<file path="src/rtl/hazard_control_unit_pkg.sv">
// hazard_control_unit_pkg
//   Shared definitions for the hazard/stall controller slice.
//   - hazard_state_e : load-use FSM state encoding
//   - OUT_*          : 4-bit control encodings {PCWrite, IF_ID_Write, stall_mux, IF_Flush}
//   - clog2          : ceiling log2 for sizing internal countdowns
package hazard_control_unit_pkg;

  typedef enum logic {
    IDLE       = 1'b0,
    LOAD_STALL = 1'b1
  } hazard_state_e;

  localparam logic [3:0] OUT_NORMAL = 4'b1110;
  localparam logic [3:0] OUT_STALL  = 4'b0000;
  localparam logic [3:0] OUT_FLUSH  = 4'b1101;
  localparam logic [3:0] OUT_RESET  = 4'b0001;

  // Number of bits needed to index 'value' distinct items (clog2(1) = 0).
  function automatic int clog2(input int value);
    int result;
    int remaining;
    result    = 0;
    remaining = value - 1;
    while (remaining > 0) begin
      result    = result + 1;
      remaining = remaining >> 1;
    end
    return result;
  endfunction

endpackage

</file>
<file path="src/rtl/hazard_control_unit_sat_counter.sv">
// hazard_sat_counter
//   Saturating up-counter used for the stall and flush performance counters.
//   Ports:
//     clk, rst_n : clock, asynchronous active-low reset
//     inc        : count this cycle
//     clear      : synchronous clear, takes priority over inc
//     count      : current value, sticks at all-ones
module hazard_sat_counter #(
  parameter int CNT_W = 16
) (
  input  logic             clk,
  input  logic             rst_n,
  input  logic             inc,
  input  logic             clear,
  output logic [CNT_W-1:0] count
);

  // Clear beats increment so software can zero the counter during a stall.
  always_ff @(posedge clk or negedge rst_n) begin
    if (!rst_n) begin
      count <= '0;
    end else if (clear) begin
      count <= '0;
    end else if (inc && (count != '1)) begin
      count <= count + CNT_W'(1);
    end
  end

endmodule

</file>
<file path="src/rtl/hazard_control_unit.sv">
// hazard_control_unit
//   Hazard/stall controller between ID/EX control and the IF/PC/IF_ID registers.
//   Inputs : clk, rst_n, ID_EX_MemRead, ID_EX_RegisterRt, IF_ID_RegisterRs,
//            IF_ID_RegisterRt, IF_ID_UsesMdu, EX_MduStart, PCSrc, cnt_clear
//   Outputs: PCWrite, IF_ID_Write, stall_mux, IF_Flush (pipeline control),
//            mdu_busy, stall_count, flush_count (status / performance)
//   A fresh hazard is answered combinationally in the same cycle; the registered
//   load countdown and MDU countdown carry stalls that last several cycles.
module hazard_control_unit
  import hazard_control_unit_pkg::*;
#(
  parameter int REG_ADDR_W        = 5,
  parameter int LOAD_STALL_CYCLES = 1,
  parameter int MDU_LATENCY       = 4,
  parameter int ZERO_EXEMPT       = 1,
  parameter int CNT_W             = 16
) (
  input  logic                  clk,
  input  logic                  rst_n,
  input  logic                  ID_EX_MemRead,
  input  logic [REG_ADDR_W-1:0] ID_EX_RegisterRt,
  input  logic [REG_ADDR_W-1:0] IF_ID_RegisterRs,
  input  logic [REG_ADDR_W-1:0] IF_ID_RegisterRt,
  input  logic                  IF_ID_UsesMdu,
  input  logic                  EX_MduStart,
  input  logic                  PCSrc,
  input  logic                  cnt_clear,
  output logic                  PCWrite,
  output logic                  IF_ID_Write,
  output logic                  stall_mux,
  output logic                  IF_Flush,
  output logic                  mdu_busy,
  output logic [CNT_W-1:0]      stall_count,
  output logic [CNT_W-1:0]      flush_count
);

  // The load countdown only ever holds LOAD_STALL_CYCLES-1.
  localparam int LOAD_CNT_W = (clog2(LOAD_STALL_CYCLES) < 1) ? 1 : clog2(LOAD_STALL_CYCLES);
  localparam int MDU_CNT_W  = clog2(MDU_LATENCY + 1);

  hazard_state_e         state, state_next;
  logic [LOAD_CNT_W-1:0] load_cnt, load_cnt_next;
  logic [MDU_CNT_W-1:0]  mdu_cnt;
  logic [3:0]            ctrl;
  logic                  load_hit;
  logic                  mdu_hit;
  logic                  zero_exempt_hit;

  // A load writing $zero produces nothing a consumer could wait for.
  assign zero_exempt_hit = (ZERO_EXEMPT != 0) && (ID_EX_RegisterRt == '0);
  assign load_hit = ID_EX_MemRead && !zero_exempt_hit &&
                    ((ID_EX_RegisterRt == IF_ID_RegisterRs) ||
                     (ID_EX_RegisterRt == IF_ID_RegisterRt));
  assign mdu_busy = (mdu_cnt != '0);
  assign mdu_hit  = IF_ID_UsesMdu && mdu_busy;

  // Load-use FSM register.
  always_ff @(posedge clk or negedge rst_n) begin
    if (!rst_n) begin
      state    <= IDLE;
      load_cnt <= '0;
    end else begin
      state    <= state_next;
      load_cnt <= load_cnt_next;
    end
  end

  // Priority: redirect flush, then load stall, then MDU interlock, else run.
  // A redirect aborts any load stall because the stalled instruction is wrong-path.
  always_comb begin
    state_next    = state;
    load_cnt_next = load_cnt;
    ctrl          = OUT_NORMAL;
    if (PCSrc) begin
      ctrl          = OUT_FLUSH;
      state_next    = IDLE;
      load_cnt_next = '0;
    end else if (state == LOAD_STALL) begin
      ctrl          = OUT_STALL;
      load_cnt_next = load_cnt - LOAD_CNT_W'(1);
      if (load_cnt == LOAD_CNT_W'(1)) begin
        state_next = IDLE;
      end
    end else if (load_hit) begin
      ctrl = OUT_STALL;
      if (LOAD_STALL_CYCLES > 1) begin
        state_next    = LOAD_STALL;
        load_cnt_next = LOAD_CNT_W'(LOAD_STALL_CYCLES - 1);
      end
    end else if (mdu_hit) begin
      ctrl = OUT_STALL;
    end
    if (!rst_n) begin
      ctrl = OUT_RESET;
    end
  end

  assign {PCWrite, IF_ID_Write, stall_mux, IF_Flush} = ctrl;

  // MDU countdown: a start (even under a redirect, the EX op is committed)
  // reloads the full latency, otherwise count down to idle.
  always_ff @(posedge clk or negedge rst_n) begin
    if (!rst_n) begin
      mdu_cnt <= '0;
    end else if (EX_MduStart) begin
      mdu_cnt <= MDU_CNT_W'(MDU_LATENCY);
    end else if (mdu_cnt != '0) begin
      mdu_cnt <= mdu_cnt - MDU_CNT_W'(1);
    end
  end

  hazard_sat_counter #(.CNT_W(CNT_W)) u_stall_counter (
    .clk   (clk),
    .rst_n (rst_n),
    .inc   (!PCWrite),
    .clear (cnt_clear),
    .count (stall_count)
  );

  hazard_sat_counter #(.CNT_W(CNT_W)) u_flush_counter (
    .clk   (clk),
    .rst_n (rst_n),
    .inc   (IF_Flush),
    .clear (cnt_clear),
    .count (flush_count)
  );

endmodule

</file>
<file path="config.mk">
export PLATFORM = sky130hd
export DESIGN_NAME = hazard_control_unit
export DESIGN_NICKNAME = d
export VERILOG_FILES = /design/src/rtl/hazard_control_unit_pkg.sv /design/src/rtl/hazard_control_unit_sat_counter.sv /design/src/rtl/hazard_control_unit.sv
export SDC_FILE = /design/constraint.sdc
export NUM_CORES = 1
export LEC_CHECK = 0
export BUFFER_PORTS_ARGS = -buffer_cell sky130_fd_sc_hd__buf_2
export CAP_MARGIN = 25
export CELL_PAD_IN_SITES_DETAIL_PLACEMENT = 0
export CELL_PAD_IN_SITES_GLOBAL_PLACEMENT = 1
export CORE_ASPECT_RATIO = 2
export CORE_MARGIN = 3
export CORE_UTILIZATION = 36
export DETAILED_ROUTE_END_ITERATION = 6
export GPL_ROUTABILITY_DRIVEN = 0
export HOLD_SLACK_MARGIN = 0.03
export PLACE_DENSITY = 0.88
export REMOVE_ABC_BUFFERS = 1
export SYNTH_ARGS = -nofsm -noshare
export SYNTH_HDL_FRONTEND = slang
export SYNTH_HIERARCHICAL = 1
export SYNTH_SLANG_ARGS = --single-unit
</file>
<file path="constraint.sdc">
create_clock -name clk -period 2.22 [get_ports clk]
set_input_delay 0.444 -clock clk [delete_from_list [all_inputs] [get_ports clk]]
set_output_delay 0.444 -clock clk [all_outputs]
set_load 0.02 [all_outputs]
</file>
# [Yosys cells after proc, flatten, opt, wreduce, memory -nomap -nowiden]
# Cells that the tools add are included.
[classes] add_sub_neg=4 multipliers=0 div_mod_pow=0 magnitude_cmp=0 eq_ne=4 shifts=0 muxes=16 bitwise_logic=0 n_reduce_logical=14
[op_table] op="two-way mux 16 bit" count=4
[op_table] op="adder 16 x 1 -> 16 bit (second input constant)" count=2
[op_table] op="inequality test 16 bit (second input constant)" count=2
[op_table] op="two-way mux 4 bit" count=5
[op_table] op="== test 5 bit" count=2
[op_table] op="nonzero test 2 bit" count=4
[op_table] op="two-way mux 3 bit" count=2
[op_table] op="logical AND 1 bit" count=5
[op_table] op="zero test 5 bit" count=1
[op_table] op="two-way mux 1 bit" count=5
[op_table] op="nonzero test 3 bit" count=1
[op_table] op="subtractor 3 x 1 -> 3 bit (second input constant)" count=1
[op_table] op="zero test 1 bit" count=2
[op_table] op="logical OR 1 bit" count=1
[op_table] op="subtractor 1 bit (second input constant)" count=1
[totals] reg_bits=37 latchBits=0 ram_bits=0 rom_bits=0 inputBits=22 wordCells=43 n_memories=0

# [Longest topological paths before layout]
[logic_depth] ltp_word=12 mapped_depth=11 mapped_depth_nobuf=9

# [Modules after synthesis]
# Netlist, hierarchy kept.
[by_module_without_submodules] module="hazard_sat_counter" instances=2 cells_each=98 area_per_inst_um2=942.2
[by_module_without_submodules] module="hazard_control_unit" instances=1 cells_each=47 area_per_inst_um2=406.6

# [Worst setup path after synthesis]
# OpenSTA, ideal clock, no wires.
[synth_path] path_kind="register to register" start="reg mdu_cnt[0]" end="reg u_stall_counter.count[3]" setup_time_ns=0.078 t_arrival_ns=2.332 t_required_ns=2.142 path_slack_ns=-0.190 path_stages_with_launch=11 cell_sequence="dfrtp_1 -> inv_1 -> ha_1 -> nand2b_1 -> a21oi_1 -> o21ai_0 -> a21o_1 -> inv_1 -> clkbuf_1 -> or4_2 -> a21oi_1"
[synth_between] elab_chain_len=10
[synth_lines] element="from (decl)" line_no="hazard_control_unit.sv:43" rtl="logic [MDU_CNT_W-1:0] mdu_cnt;"
[synth_lines] element="from (signal assigned)" line_no="hazard_control_unit.sv:106" rtl="mdu_cnt <= MDU_CNT_W'(MDU_LATENCY);"
[synth_lines] element="from (signal assigned)" line_no="hazard_control_unit.sv:108" rtl="mdu_cnt <= mdu_cnt - MDU_CNT_W'(1);"
[synth_lines] element="nonzero test 3 bit" line_no="hazard_control_unit.sv:54" rtl="assign mdu_busy = (mdu_cnt != '0);"
[synth_lines] element="via mdu_busy" line_no="hazard_control_unit.sv:32" rtl="output logic mdu_busy,"
[synth_lines] element="logical AND 1 bit" line_no="hazard_control_unit.sv:55" rtl="assign mdu_hit = IF_ID_UsesMdu && mdu_busy;"
[synth_lines] element="two-way mux 4 bit" line_no="hazard_control_unit.sv:90" rtl="end else if (mdu_hit) begin"
[synth_lines] element="two-way mux 4 bit" line_no="hazard_control_unit.sv:84" rtl="end else if (load_hit) begin"
[synth_lines] element="two-way mux 4 bit" line_no="hazard_control_unit.sv:78" rtl="end else if (state == LOAD_STALL) begin"
[synth_lines] element="two-way mux 4 bit" line_no="hazard_control_unit.sv:74" rtl="if (PCSrc) begin"
[synth_lines] element="two-way mux 4 bit" line_no="hazard_control_unit.sv:93" rtl="if (!rst_n) begin"
[synth_lines] element="zero test 1 bit" line_no="hazard_control_unit.sv:115" rtl=".inc (!PCWrite),"
[synth_lines] element="logical AND 1 bit" line_no="hazard_control_unit_sat_counter.sv:24" rtl="end else if (inc && (count != '1)) begin"
[synth_lines] element="nonzero test 2 bit (no line)"
[synth_lines] element="to (signal assigned)" line_no="hazard_control_unit_sat_counter.sv:25" rtl="count <= count + CNT_W'(1);"
[synth_lines] element="to (decl)" line_no="hazard_control_unit_sat_counter.sv:15" rtl="output logic [CNT_W-1:0] count"
# The timed path passes the listed nets, and every way through them passes these cells.
# A chain may end at the register's enable or synchronous reset.

# [Worst setup path after layout]
[layout_path] start="in ID_EX_RegisterRt[1]" end="out PCWrite"
[layout_between] elab_chain_len=8 word_cells_on_any_way=11 cone_classes="eq/ne: 2; mux: 4; reduce/logical: 5"
[layout_lines] element="from (decl)" line_no="hazard_control_unit.sv:21" rtl="input logic [REG_ADDR_W-1:0] ID_EX_RegisterRt,"
[layout_lines] element="zero test 5 bit" line_no="hazard_control_unit.sv:50" rtl="assign zero_exempt_hit = (ZERO_EXEMPT != 0) && (ID_EX_RegisterRt == '0);"
[layout_lines] element="zero test 1 bit" line_no="hazard_control_unit.sv:51" rtl="assign load_hit = ID_EX_MemRead && !zero_exempt_hit &&"
[layout_lines] element="logical AND 1 bit" line_no="hazard_control_unit.sv:51"
[layout_lines] element="logical AND 1 bit *" line_no="hazard_control_unit.sv:51"
[layout_lines] element="two-way mux 4 bit *" line_no="hazard_control_unit.sv:84"
[layout_lines] element="two-way mux 4 bit *" line_no="hazard_control_unit.sv:78"
[layout_lines] element="two-way mux 4 bit *" line_no="hazard_control_unit.sv:74"
[layout_lines] element="two-way mux 4 bit *" line_no="hazard_control_unit.sv:93"
[layout_lines] element="to (decl)" line_no="hazard_control_unit.sv:28" rtl="output logic PCWrite,"
# Every way passes the cells marked *; elsewhere a longest branch is shown, timed or not.

==> impl_results.md <==
* Residual DRC count at 0
* Reg2Reg Depth at 11
* Number of DRC markers in iteration 0 at 102
* Setup TNS at 0 ns
* R2R setup slack at 0.12 ns
* Post-synth ARST share at 100%
* Max VDD drop at 0.391 mV
* Unrepaired setup endpoints after global routing: true
* Yosys cell types at 36
* CTS Hold Buffers Added at 0
* Slew HR at 64.9%
* H-Tree Depth at 2
* Crit path time final at 2.17 ns
* Root Driver: clkbuf_16
* Ratio of cells with drive above 1 in the final layout at 34.7%
* Vias in the first global route at 2160
* Pleak at 0.00137 uW
* Register area share after synthesis at 40.4%
* CTS Sinks at 37
* Worst reg2reg startpoint: mdu_cnt[0]$_DFFE_PN0P_
* First-pass GRT wire length at 10.0 mm
* Die Y-Extent at 119 um
* Largest net degree at the start of global routing at 38
* Commonest non-fill, non-tap cells in the layout: buf_2 (58), dfrtp_1 (37), a21oi_1 (23)
* Clock Latency Late Sink at 0.28 ns
* RR Endpoint: u_stall_counter/count[5]$_DFFE_PN0P_
* Max FO, Critical Path at 3
* Final worst setup slack at 0.0486 ns
* Status: complete, no violations
* CORE AREA at 6110 um2
* Initial antenna violation count at 0
* Dpl hpwl at 4.33 mm
* Wire length per cell at 14.4 um
* All-Layer GR Usage at 16.7%
* HP Class: input port to async pin
* Placed cell count at 391
* Die W at 62.4 um
* Final Non-Filler Cells at 401
* Seq cells post-synth at 37
* Bufs on Longest Clock Path at 2
* Post-synth EDFFs at 0
* Die area at 7420 um2
* TritonCTS clock tree: built
* Final period utilization at 97.8%
* Pwr dens at 610 nW/um2
* Pins Over Slew Limit at 0
* Clk_skew at 0.00405 ns
* Critical path type: input port to output pin
* GR Overflow Total at 0
* DR vias at 2178
* Port Buffers at 58
* Mapped cell area at 2290 um2
* I/O Pins at 59
* Nets at 343
* Critical Path AT at 1.73 ns
* Antenna viol nets, final at 0
* Synth warn at 6
* Worst slew pin tran at 0.526 ns
* Mapped Cells at 243
* F_max at 461 MHz
* Mean Syn Cell Area at 9.43 um2
* Initial Utilization at 37.5%
* Maxcap violations at 0
* Total CTS buffers at 5
* Critical path startpoint category: input port
* Place WS at -0.0697 ns
* Hold violation total from the final report at 0
* Setup violations, final at 0
* Clock-pin slew on the worst setup and hold paths at 0.05 ns
* Required time of the critical path at 1.78 ns
* Commonest non-fill, non-tap cell in the layout: buf_2
* Vias per cell at 5.43
* N_diodes at 0
* Top_reg_cell synth: dfrtp_1
* Cell row count at 40
* Layout overhead on the synthesized area at 29.2%
* DRT Pass-1 Iters at 4
* CP Capture Type: output pin
* Total Wirelength at 5.79 mm
==> stage by stage <==
stage / instance area (um2) / total power [uW] / util [%] / hold slack (ns)
final: 2960 / 1800 / 48.5 / 0.261
after global routing: 2960 / 1900 / 48.5 / 0.303
after CTS: 2910 / 1790 / 47.6 / 0.266
after detailed placement: 2770 / 1080 / 45.3 / 0.455
after global placement: 2770 / 1070 / 45.3 / 0.442
after floorplan: 2230 / 916 / - / 0.148
==> cell usage after synthesis (3+ instances only) <==
library cell,n,share of area (%)
a21oi_1,26,5.7
and3_1,4,1.1
and4_2,4,1.7
clkbuf_1,8,1.3
dfrtp_1,37,40
ha_1,4,2.2
inv_1,10,1.6
mux2_1,8,3.9
nand2_1,14,2.3
nand2b_1,3,0.82
nand3_1,8,1.7
nand4_1,12,3.3
nor2_1,12,2.0
nor2b_1,8,2.2
nor4_1,8,2.2
o21ai_0,3,0.66
o21ai_1,6,1.3
o31ai_1,15,4.9
or3_1,4,1.1
or4_1,11,3.6
or4_2,4,1.5
xnor2_1,12,4.6
==> sequential cells by signal (all words and copies together), names as in the netlist <==
register,count
load_cnt,1
u_stall_counter/count,16
mdu_cnt,3
u_flush_counter/count,16
state,1
==> area by class of cell <==
class                   count  area (um2)
multi-input cells         185        1290
inverters                  10        40.0
flip-flops and latches     37         926
well taps                  84         105
repair buffers             78         457
clock buffers               7         143
fillers                   626        3150
==> layer usage <==
layer,GRT usage (%),wire length [um],up-vias
li1,-,-,1069
met1,17.4,2190,1041
met2,31.6,3250,61
met3,2.45,236,7
met4,7.88,115,0
met5,0,0,-
==> where the power goes <==
part | total [uW] | switching, uW | internal [uW]
Sequential | 736 | 28.6 | 707
Clock | 695 | 254 | 440
Combinational | 374 | 197 | 177
==> cell families (layout without fill, tap and decap cells) <==
kind of cell             count (synthesis)  count (layout)  share of synthesized area, %
AO/OA/AOI/OAI                           58              58                          16.1
XOR/XNOR                                12              12                          4.59
buffers and inverters                   21              95                          4.26
adder cells (fa/ha/maj)                  4               4                          2.18
multiplexers                             8               8                          3.93
AND/OR/NAND/NOR                        103             103                          28.6
flip-flops                              37              37                          40.4
==> how the worst max path moves through the flow <==
stage                                 startpoint                                     to  slack, ns  cells past startpoint
after detailed placement     ID_EX_RegisterRt[1]  u_stall_counter/count[13]$_DFFE_PN0P_      -0.07                      8
after global placement       ID_EX_RegisterRt[1]   u_stall_counter/count[9]$_DFFE_PN0P_      -0.05                      8
final                        ID_EX_RegisterRt[1]                                PCWrite       0.05                      6
after floorplan           mdu_cnt[0]$_DFFE_PN0P_   u_stall_counter/count[3]$_DFFE_PN0P_      -0.18                      9
after global routing      mdu_cnt[1]$_DFFE_PN0P_                                PCWrite      -0.06                      7
after CTS                 mdu_cnt[0]$_DFFE_PN0P_   u_stall_counter/count[6]$_DFFE_PN0P_     0.0007                     10
==> worst max-delay path: stages <==
cell	delay [ns]
buf_2	0.12
or4_1	0.54
o21ai_2	0.14
nor2_1	0.07
a21oi_1	0.21
buf_2	0.20
==> repair_timing <==
action | in CTS | in global routing
gates resized for setup | 1 | 9
setup endpoints to repair | 7 | 13
pin swaps | 0 | 3
buffers inserted | 0 | 3
cloned | 0 | 0
No activity file was read; power rests on OpenSTA's default activity.
